===== src/rtl/wb_initiator_if.sv =====
// Wishbone B4 pipelined bus bundle between the initiator and the interconnect.
//
// Handshake semantics: a bus request is presented while wb_cyc_o and wb_stb_o
// are both high; it is taken by the slave on any rising edge where wb_stall_i
// is low. The cycle ends on the first edge where wb_ack_i, wb_err_i or
// wb_rty_i is high while wb_cyc_o is high (ack beats err beats rty). There is
// no backpressure on termination.
interface wb_initiator_if #(
   parameter int ADDR_WIDTH = 32
);
   logic                  wb_cyc_o;
   logic                  wb_stb_o;
   logic                  wb_we_o;
   logic [ADDR_WIDTH-1:0] wb_adr_o;
   logic [3:0]            wb_sel_o;
   logic [31:0]           wb_dat_o;
   logic [31:0]           wb_dat_i;
   logic                  wb_ack_i;
   logic                  wb_err_i;
   logic                  wb_rty_i;
   logic                  wb_stall_i;

   modport master (
      output wb_cyc_o, wb_stb_o, wb_we_o, wb_adr_o, wb_sel_o, wb_dat_o,
      input  wb_dat_i, wb_ack_i, wb_err_i, wb_rty_i, wb_stall_i
   );

   modport slave (
      input  wb_cyc_o, wb_stb_o, wb_we_o, wb_adr_o, wb_sel_o, wb_dat_o,
      output wb_dat_i, wb_ack_i, wb_err_i, wb_rty_i, wb_stall_i
   );
endinterface


===== src/rtl/wb_initiator.sv =====
// Single-outstanding Wishbone B4 pipelined initiator. Converts one host
// request at a time into a bus cycle, handles stall, ack/err/rty, a
// per-attempt timeout and bounded retry, and returns a status with the data.
//
// Host handshake: a request is taken on a rising edge where req_i and
// req_ready_o are both high; requests while not ready are dropped. The
// response is a single-cycle rsp_valid_o pulse with no backpressure.
module wb_initiator #(
   parameter int ADDR_WIDTH = 32,
   parameter int TIMEOUT    = 255,
   parameter int MAX_RETRY  = 3
) (
   input  logic                  clk_i,
   input  logic                  rst_n_i,
   input  logic                  req_i,
   input  logic                  req_we_i,
   input  logic [ADDR_WIDTH-1:0] req_adr_i,
   input  logic [31:0]           req_dat_i,
   input  logic [3:0]            req_sel_i,
   output logic                  req_ready_o,
   output logic                  rsp_valid_o,
   output logic [31:0]           rsp_dat_o,
   output logic [1:0]            rsp_status_o,
   output logic [2:0]            dbg_state_o,
   wb_initiator_if.master        wb
);

   typedef enum logic [2:0] {
      IDLE   = 3'd0,
      STROBE = 3'd1,
      WAIT   = 3'd2,
      RETRY  = 3'd3,
      RESP   = 3'd4
   } state_e;

   localparam logic [1:0] ST_OK      = 2'b00;
   localparam logic [1:0] ST_ERR     = 2'b01;
   localparam logic [1:0] ST_TIMEOUT = 2'b10;
   localparam logic [1:0] ST_RTY     = 2'b11;

   // Timeout counter only needs to reach TIMEOUT-1 before the attempt ends.
   localparam int TW = (TIMEOUT > 1) ? $clog2(TIMEOUT + 1) : 1;
   localparam int RW = (MAX_RETRY > 0) ? $clog2(MAX_RETRY + 1) : 1;
   localparam logic [TW-1:0] TMO_LAST  = TW'(TIMEOUT - 1);
   localparam logic [RW-1:0] RTY_LIMIT = RW'(MAX_RETRY);

   state_e                state_q, state_d;
   logic [TW-1:0]         tmo_q, tmo_d;
   logic [RW-1:0]         rty_q, rty_d;

   logic                  we_q, we_d;
   logic [ADDR_WIDTH-1:0] adr_q, adr_d;
   logic [31:0]           dat_q, dat_d;
   logic [3:0]            sel_q, sel_d;

   logic                  cyc_q, cyc_d;
   logic                  stb_q, stb_d;
   logic                  ready_q, ready_d;
   logic                  rsp_valid_q, rsp_valid_d;
   logic [31:0]           rsp_dat_q, rsp_dat_d;
   logic [1:0]            rsp_status_q, rsp_status_d;

   logic                  active;
   logic                  accept;
   logic                  term_ack;
   logic                  term_err;
   logic                  term_rty;
   logic                  timed_out;
   logic                  retry_ok;

   // Decode the termination of the current attempt with ack > err > rty.
   always_comb begin
      active    = (state_q == STROBE) || (state_q == WAIT);
      accept    = (state_q == IDLE) && req_i && ready_q;
      term_ack  = active && wb.wb_ack_i;
      term_err  = active && !wb.wb_ack_i && wb.wb_err_i;
      term_rty  = active && !wb.wb_ack_i && !wb.wb_err_i && wb.wb_rty_i;
      timed_out = active && !(wb.wb_ack_i || wb.wb_err_i || wb.wb_rty_i) &&
                  (tmo_q == TMO_LAST);
      retry_ok  = (rty_q < RTY_LIMIT);
   end

   // State register plus all registered outputs and datapath.
   always_ff @(posedge clk_i or negedge rst_n_i) begin
      if (!rst_n_i) begin
         state_q      <= IDLE;
         tmo_q        <= '0;
         rty_q        <= '0;
         we_q         <= 1'b0;
         adr_q        <= '0;
         dat_q        <= '0;
         sel_q        <= '0;
         cyc_q        <= 1'b0;
         stb_q        <= 1'b0;
         ready_q      <= 1'b0;
         rsp_valid_q  <= 1'b0;
         rsp_dat_q    <= '0;
         rsp_status_q <= ST_OK;
      end else begin
         state_q      <= state_d;
         tmo_q        <= tmo_d;
         rty_q        <= rty_d;
         we_q         <= we_d;
         adr_q        <= adr_d;
         dat_q        <= dat_d;
         sel_q        <= sel_d;
         cyc_q        <= cyc_d;
         stb_q        <= stb_d;
         ready_q      <= ready_d;
         rsp_valid_q  <= rsp_valid_d;
         rsp_dat_q    <= rsp_dat_d;
         rsp_status_q <= rsp_status_d;
      end
   end

   // Next-state logic: request acceptance, stall, termination and timeout.
   always_comb begin
      state_d = state_q;
      case (state_q)
         IDLE: begin
            if (accept) state_d = STROBE;
         end
         STROBE: begin
            if (term_ack || term_err)  state_d = RESP;
            else if (term_rty)         state_d = retry_ok ? RETRY : RESP;
            else if (timed_out)        state_d = RESP;
            else if (!wb.wb_stall_i)   state_d = WAIT;
         end
         WAIT: begin
            if (term_ack || term_err)  state_d = RESP;
            else if (term_rty)         state_d = retry_ok ? RETRY : RESP;
            else if (timed_out)        state_d = RESP;
         end
         RETRY:   state_d = STROBE;
         RESP:    state_d = IDLE;
         default: state_d = IDLE;
      endcase
   end

   // Counters and the latched request; the request is held across retries.
   always_comb begin
      tmo_d = tmo_q;
      rty_d = rty_q;
      we_d  = we_q;
      adr_d = adr_q;
      dat_d = dat_q;
      sel_d = sel_q;

      if (accept || state_q == RETRY) tmo_d = '0;
      else if (active)                tmo_d = tmo_q + TW'(1);

      if (state_q == RESP)            rty_d = '0;
      else if (term_rty && retry_ok)  rty_d = rty_q + RW'(1);

      if (accept) begin
         we_d  = req_we_i;
         adr_d = req_adr_i;
         dat_d = req_dat_i;
         sel_d = req_sel_i;
      end
   end

   // Output logic: bus and host outputs are derived from the next state so
   // they change on the same edge as the state itself.
   always_comb begin
      cyc_d        = (state_d == STROBE) || (state_d == WAIT);
      stb_d        = (state_d == STROBE);
      ready_d      = (state_d == IDLE);
      rsp_valid_d  = (state_d == RESP);
      rsp_dat_d    = rsp_dat_q;
      rsp_status_d = rsp_status_q;

      if (active && state_d == RESP) begin
         rsp_dat_d = '0;
         if (term_ack) begin
            rsp_status_d = ST_OK;
            if (!we_q) rsp_dat_d = wb.wb_dat_i;
         end else if (term_err) begin
            rsp_status_d = ST_ERR;
         end else if (term_rty) begin
            rsp_status_d = ST_RTY;
         end else begin
            rsp_status_d = ST_TIMEOUT;
         end
      end
   end

   assign wb.wb_cyc_o  = cyc_q;
   assign wb.wb_stb_o  = stb_q;
   assign wb.wb_we_o   = we_q;
   assign wb.wb_adr_o  = adr_q;
   assign wb.wb_sel_o  = sel_q;
   assign wb.wb_dat_o  = dat_q;

   assign req_ready_o  = ready_q;
   assign rsp_valid_o  = rsp_valid_q;
   assign rsp_dat_o    = rsp_dat_q;
   assign rsp_status_o = rsp_status_q;
   assign dbg_state_o  = state_q;

endmodule


===== src/flat_wrapper.sv =====
// flat-port wrapper written by rule: the top's interface ports become plain ports
module wb_initiator_flat 
#(
   parameter int ADDR_WIDTH = 32,
   parameter int TIMEOUT    = 255,
   parameter int MAX_RETRY  = 3
)
  (clk_i, rst_n_i, req_i, req_we_i, req_adr_i, req_dat_i, req_sel_i, req_ready_o, rsp_valid_o, rsp_dat_o, rsp_status_o, dbg_state_o, wb_wb_cyc_o, wb_wb_stb_o, wb_wb_we_o, wb_wb_adr_o, wb_wb_sel_o, wb_wb_dat_o, wb_wb_dat_i, wb_wb_ack_i, wb_wb_err_i, wb_wb_rty_i, wb_wb_stall_i);
  wb_initiator_if #(.ADDR_WIDTH(ADDR_WIDTH)) wb_i ();
  input  logic clk_i;
  input  logic rst_n_i;
  input  logic req_i;
  input  logic req_we_i;
  input  logic [ADDR_WIDTH-1:0] req_adr_i;
  input  logic [31:0] req_dat_i;
  input  logic [3:0] req_sel_i;
  output logic req_ready_o;
  output logic rsp_valid_o;
  output logic [31:0] rsp_dat_o;
  output logic [1:0] rsp_status_o;
  output logic [2:0] dbg_state_o;
  output wire logic [$bits(wb_i.wb_cyc_o)-1:0] wb_wb_cyc_o;
  output wire logic [$bits(wb_i.wb_stb_o)-1:0] wb_wb_stb_o;
  output wire logic [$bits(wb_i.wb_we_o)-1:0] wb_wb_we_o;
  output wire logic [$bits(wb_i.wb_adr_o)-1:0] wb_wb_adr_o;
  output wire logic [$bits(wb_i.wb_sel_o)-1:0] wb_wb_sel_o;
  output wire logic [$bits(wb_i.wb_dat_o)-1:0] wb_wb_dat_o;
  input wire logic [$bits(wb_i.wb_dat_i)-1:0] wb_wb_dat_i;
  input wire logic [$bits(wb_i.wb_ack_i)-1:0] wb_wb_ack_i;
  input wire logic [$bits(wb_i.wb_err_i)-1:0] wb_wb_err_i;
  input wire logic [$bits(wb_i.wb_rty_i)-1:0] wb_wb_rty_i;
  input wire logic [$bits(wb_i.wb_stall_i)-1:0] wb_wb_stall_i;
  assign wb_wb_cyc_o = wb_i.wb_cyc_o;
  assign wb_wb_stb_o = wb_i.wb_stb_o;
  assign wb_wb_we_o = wb_i.wb_we_o;
  assign wb_wb_adr_o = wb_i.wb_adr_o;
  assign wb_wb_sel_o = wb_i.wb_sel_o;
  assign wb_wb_dat_o = wb_i.wb_dat_o;
  assign wb_i.wb_dat_i = wb_wb_dat_i;
  assign wb_i.wb_ack_i = wb_wb_ack_i;
  assign wb_i.wb_err_i = wb_wb_err_i;
  assign wb_i.wb_rty_i = wb_wb_rty_i;
  assign wb_i.wb_stall_i = wb_wb_stall_i;
  wb_initiator #(.ADDR_WIDTH(ADDR_WIDTH), .TIMEOUT(TIMEOUT), .MAX_RETRY(MAX_RETRY)) u_core (.clk_i(clk_i), .rst_n_i(rst_n_i), .req_i(req_i), .req_we_i(req_we_i), .req_adr_i(req_adr_i), .req_dat_i(req_dat_i), .req_sel_i(req_sel_i), .req_ready_o(req_ready_o), .rsp_valid_o(rsp_valid_o), .rsp_dat_o(rsp_dat_o), .rsp_status_o(rsp_status_o), .dbg_state_o(dbg_state_o), .wb(wb_i));
endmodule

===== config.mk =====
export PLATFORM = sky130hd
export DESIGN_NAME = wb_initiator_flat
export DESIGN_NICKNAME = d
export VERILOG_FILES = /design/src/rtl/wb_initiator_if.sv /design/src/rtl/wb_initiator.sv /design/src/flat_wrapper.sv
export SDC_FILE = /design/constraint.sdc
export NUM_CORES = 1
export LEC_CHECK = 0
export BUFFER_PORTS_ARGS = -buffer_cell sky130_fd_sc_hd__buf_2
export CAP_MARGIN = 20
export CORE_AREA = 2 2 107 109
export DETAILED_ROUTE_END_ITERATION = 10
export DIE_AREA = 0 0 109 111
export PLACE_DENSITY = 0.78
export SETUP_SLACK_MARGIN = 0.05
export SYNTH_ARGS = -nofsm -noshare
export SYNTH_HDL_FRONTEND = slang
export SYNTH_SLANG_ARGS = --single-unit

===== constraint.sdc =====
create_clock -name clk_i -period 2.26 [get_ports clk_i]
set_input_delay 0.113 -clock clk_i [delete_from_list [all_inputs] [get_ports clk_i]]
set_output_delay 0.113 -clock clk_i [all_outputs]
set_load 0.05 [all_outputs]

# Word level (Yosys, flattened, before mapping)
# Cells that the tools add are included.
# totals
regBits	120
inputBits	108
# op_classes
addsub	2
order_cmp	1
n_eq_ne	8
n_mux	19
n_reduce_logical	24
# op_table
cell	n
$mux W32	2
$mux W3	9
$mux W8	2
$pmux W3 S4	1
$logic_and A1 B1 Y1	11
$eq A3 B2 Y1 const B	3
$add A8 B1 Y8 const B	1
$eq A8 B8 Y1 const B	1
$mux W2	4
$eq A3 B1 Y1 const B	2
$eq A3 B3 Y1 const B	2
$logic_not A3 Y1	2
$logic_or A1 B1 Y1	6
$reduce_bool A2 Y1	2
$logic_not A1 Y1	3
$add A2 B1 Y2 const B	1
$lt A2 B2 Y1 const B	1
$mux W1	1

# Logic depth before layout (Yosys ltp)
# depth
ltp_word	11
mapped_depth	8
depth_no_buf	6

# Worst setup path before layout
# No wires, ideal clock.
# synth_timing
path_type	register to register
start	reg u_core.state_q[0], in the netlist u_core.dbg_state_o[0]
end	reg u_core.adr_q[19], in the netlist u_core.wb.wb_adr_o[19]
t_arrival_ps	1812
t_required_ps	2133
setup_slack_ps	321
stages_incl_launch_ff	7
path_cell_list	dfrtp_1 > buf_4 > nand4bb_4 > nor2_4 > buf_6 > buf_6 > mux2_1
# synth_via
elab_chain_cells	3
# synth_rtl
item	line	text
start: declaration	wb_initiator.sv:47	state_e state_q, state_d;
start signal: assignment	wb_initiator.sv:100	state_q <= state_d;
$logic_not A3 Y1	wb_initiator.sv:74	accept = (state_q == IDLE) && req_i && ready_q;
$logic_and A1 B1 Y1 (2 in series)	wb_initiator.sv:74	
end signal: assignment	wb_initiator.sv:104	adr_q <= adr_d;
end: declaration	wb_initiator.sv:52	logic [ADDR_WIDTH-1:0] adr_q, adr_d;
# No other way between the ends.
# A chain may end at the register's enable or synchronous reset.

# Worst setup path in the final report
# layout_timing
start	reg u_core.state_q[0], in the netlist u_core.dbg_state_o[0]
end	reg u_core.adr_q[0], in the netlist u_core.wb.wb_adr_o[0]
# Same word-level chain as after synthesis.

==> results.yml <==
power_and_ir_drop:
  p_leak_uw: 0.00402
  power_uw: 13500
  vdd.ir_drop.worst_mv: 1.21
  power-per-cell-area_mw_per_mm2: 1710
synthesis:
  synth_simple_gate_area_frac: 0.0748
  synth_xor_area_frac: 0.0152
  synth_enable_flop_cells: 0
  yosysTopAreaCell: "dfrtp_1"
  synth_top_family_by_area: "multiplexers"
  synth_most_common_cell: "dfrtp_1"
  syn_area_mm2: 0.00502
  avgSynthCellArea_um2: 13.3
  synth_cells: 377
  synth-async-reset-ratio: 1.00
  synth-seq-cells: 120
  synth_mux_area_frac: 0.227
  yosys_warnings: 0
  ys_top_cells_by_count: "dfrtp_1, mux2_2, nand2_1"
  synthAdderAreaFrac: 0.00748
  ys_seq_area_frac: 0.598
  synth_compound_area_frac: 0.0217
  synth.area.top_cells: "dfrtp_1, mux2_2, mux2i_1"
  synth_top_area_frac: 0.598
  yosysUniqueCellTypes: 44
  synth_fp_nets: 488
  synthFlopType: "dfrtp_1"
global_route:
  antenna_found_initial: 0
  grt_overflow: 0
  grtUsageTotal: 0.253
  grt_pass1_vias: 4577
  grt_first_pass_wirelength_um: 23100
  grt_max_degree: 70
job:
  maxCapViolations: 0
critical_path:
  critPathCaptureType: "flip-flop"
  worstPathRequired_ps: 2540
  critPathMaxFanout: 69
  start_kind: "flip-flop"
  r2r_start: "u_core.dbg_state_o[0]"
  rr_worst_depth: 4
  path_class: "reg2reg"
  reg2reg_to: "u_core.wb.wb_adr_o[0]"
  r2r_setup_slack_ps: 430
  crit_arrival_ps: 2110
timing:
  finalHoldViolations: 0
  final-setup-viol-count: 0
  relSlewSlack: 0.640
  fin_crit_sh: 0.808
  min_period_ps: 1830
  tightest_slew_ps: 541
  rsz0062_at_grt: "no"
  slew_viol_final: 0
  tns_ps: 0
  fmax_ghz: 0.548
  skew_ps: 5.47
floorplan:
  die_width_um: 109
  floorplan.initialDensity: 0.453
  rows: 39
  die-height_um: 111
  io_pins: 218
  core_mm2: 0.0111
  die_area_mm2: 0.0121
place:
  dp_hpwl_um: 8740
  io_buffers: 217
  gp_congestion: 0.835
min_path:
  hold_class: "in2reg"
  whs_path_depth: 3
  whs_endpoint: "u_core.rsp_status_o[0]"
  hp-start: "wb_wb_ack_i"
cts:
  clock-sinks: 120
  clk_latency_ps: 400
  cts_hold_buf: 102
  clk_pin_slew_ps: 60
  cts-buffers-inserted: 17
  clock_path_buffers: 2
  cts_tree: "built"
  post_cts_buffers: 0
  cts_root_buffer: "clkbuf_16"
  cts-resized-gates: 0
  htreeDepth: 4
routing:
  wl_per_cell_um: 17.3
  drt-initial-drc-count: 222
  ant_nets: 0
  drc_errors: 0
  vias_per_cell: 4.92
  firstDrtPassIters: 4
  wirelength_um: 14900
  routed-via-count: 4240
final_layout:
  syn_to_final_growth_pct: 57.7
  layout-drive-gt1-share: 0.453
  final_nets: 816
  diodes: 0
  n_fill_cell: 689
status:
  run_status: "finished clean"
-- worst max path at each step --
stage,startpoint,end
5_1_grt,u_core.tmo_q[0],u_core.rsp_dat_o[19]
3_5_place_dp,u_core.dbg_state_o[0],u_core.wb.wb_dat_o[19]
3_3_place_gp,u_core.dbg_state_o[1],u_core.wb.wb_adr_o[1]
2_1_floorplan,u_core.dbg_state_o[0],u_core.wb.wb_adr_o[19]
4_1_cts,u_core.dbg_state_o[0],u_core.wb.wb_adr_o[24]
6_report,u_core.dbg_state_o[0],u_core.wb.wb_adr_o[0]
-- worst max-delay path, stage by stage (launching register included) --
cell and delay [ps]:
dfrtp_1 490, nand4bb_4 320, nor2_4 130, buf_12 320
mux2_2 410
-- layout by cell type (no fill, tap or decap), types with 4 or more instances in the layout --
cell type        n
dfrtp_1        120
bufinv_16        5
dlygate4sd3_1  102
buf_4            7
xnor2_1          4
inv_1           36
mux2i_1         34
buf_2          216
a21oi_1          4
clkinv_4         4
clkbuf_16       17
mux2_1          11
nand2_1         40
mux2_2          60
nor2_1           9
-- layout make-up --
class	count	area, um^2	share of cell area
well taps	143	179	0.0226
multi-input cells	203	1750	0.221
clock inverters	14	223	0.0281
clock buffers	18	429	0.0542
inverters	36	135	0.0171
flip-flops and latches	120	3000	0.379
repair buffers	327	2190	0.277
-- metrics by stage --
stage / cell area [um^2] / hold WS [ps] / setup WS [ps] / utilization / std cells
final: 7920 / 26.9 / 434 / 0.715 / 861
after global routing: 7920 / 43.7 / 338 / 0.715 / 861
after CTS: 7920 / 5.84 / 438 / 0.715 / 861
after detailed placement: 6240 / 135 / 463 / 0.564 / 727
after global placement: 6240 / 121 / 520 / 0.564 / 727
after floorplan: 5020 / -183 / 321 / - / 377
-- state kept, by name, summed over array words and instances, names as in the netlist --
name / flops
u_core.rsp_dat_o: 32
u_core.wb.wb_adr_o: 32
u_core.wb.wb_dat_o: 32
u_core.tmo_q: 8
u_core.wb.wb_sel_o: 4
u_core.dbg_state_o: 3
u_core.rsp_status_o: 2
u_core.rty_q: 2
u_core.req_ready_o: 1
u_core.rsp_valid_o: 1
u_core.wb.wb_cyc_o: 1
u_core.wb.wb_stb_o: 1
u_core.wb.wb_we_o: 1
-- where the power goes --
| group | internal (uW) | total (uW) | switching (uW) |
|---|---|---|---|
| registers | 3140 | 3740 | 607 |
| clock network | 1970 | 2970 | 1000 |
| logic | 1920 | 6810 | 4890 |
-- per-layer routing --
metal  vias up  track usage  wire length (um)
li1       1925            -                 -
met1      2069        0.276              5620
met2       196        0.434              7530
met3        50       0.0800              1120
met4         0        0.130               626
met5         -            0                 0
-- cells by family (layout without fill, tap and decap cells) --
logic type | Yosys count | in the layout
DFF | 120 | 120
muxes | 105 | 105
and+or+nand+nor | 72 | 72
buffers and inverters | 54 | 395
AOI/OAI and AO/OA | 16 | 16
xor gates and xnor gates | 7 | 7
adders and majority gates | 3 | 3
Note: power is estimated with default switching activity, not from simulation.
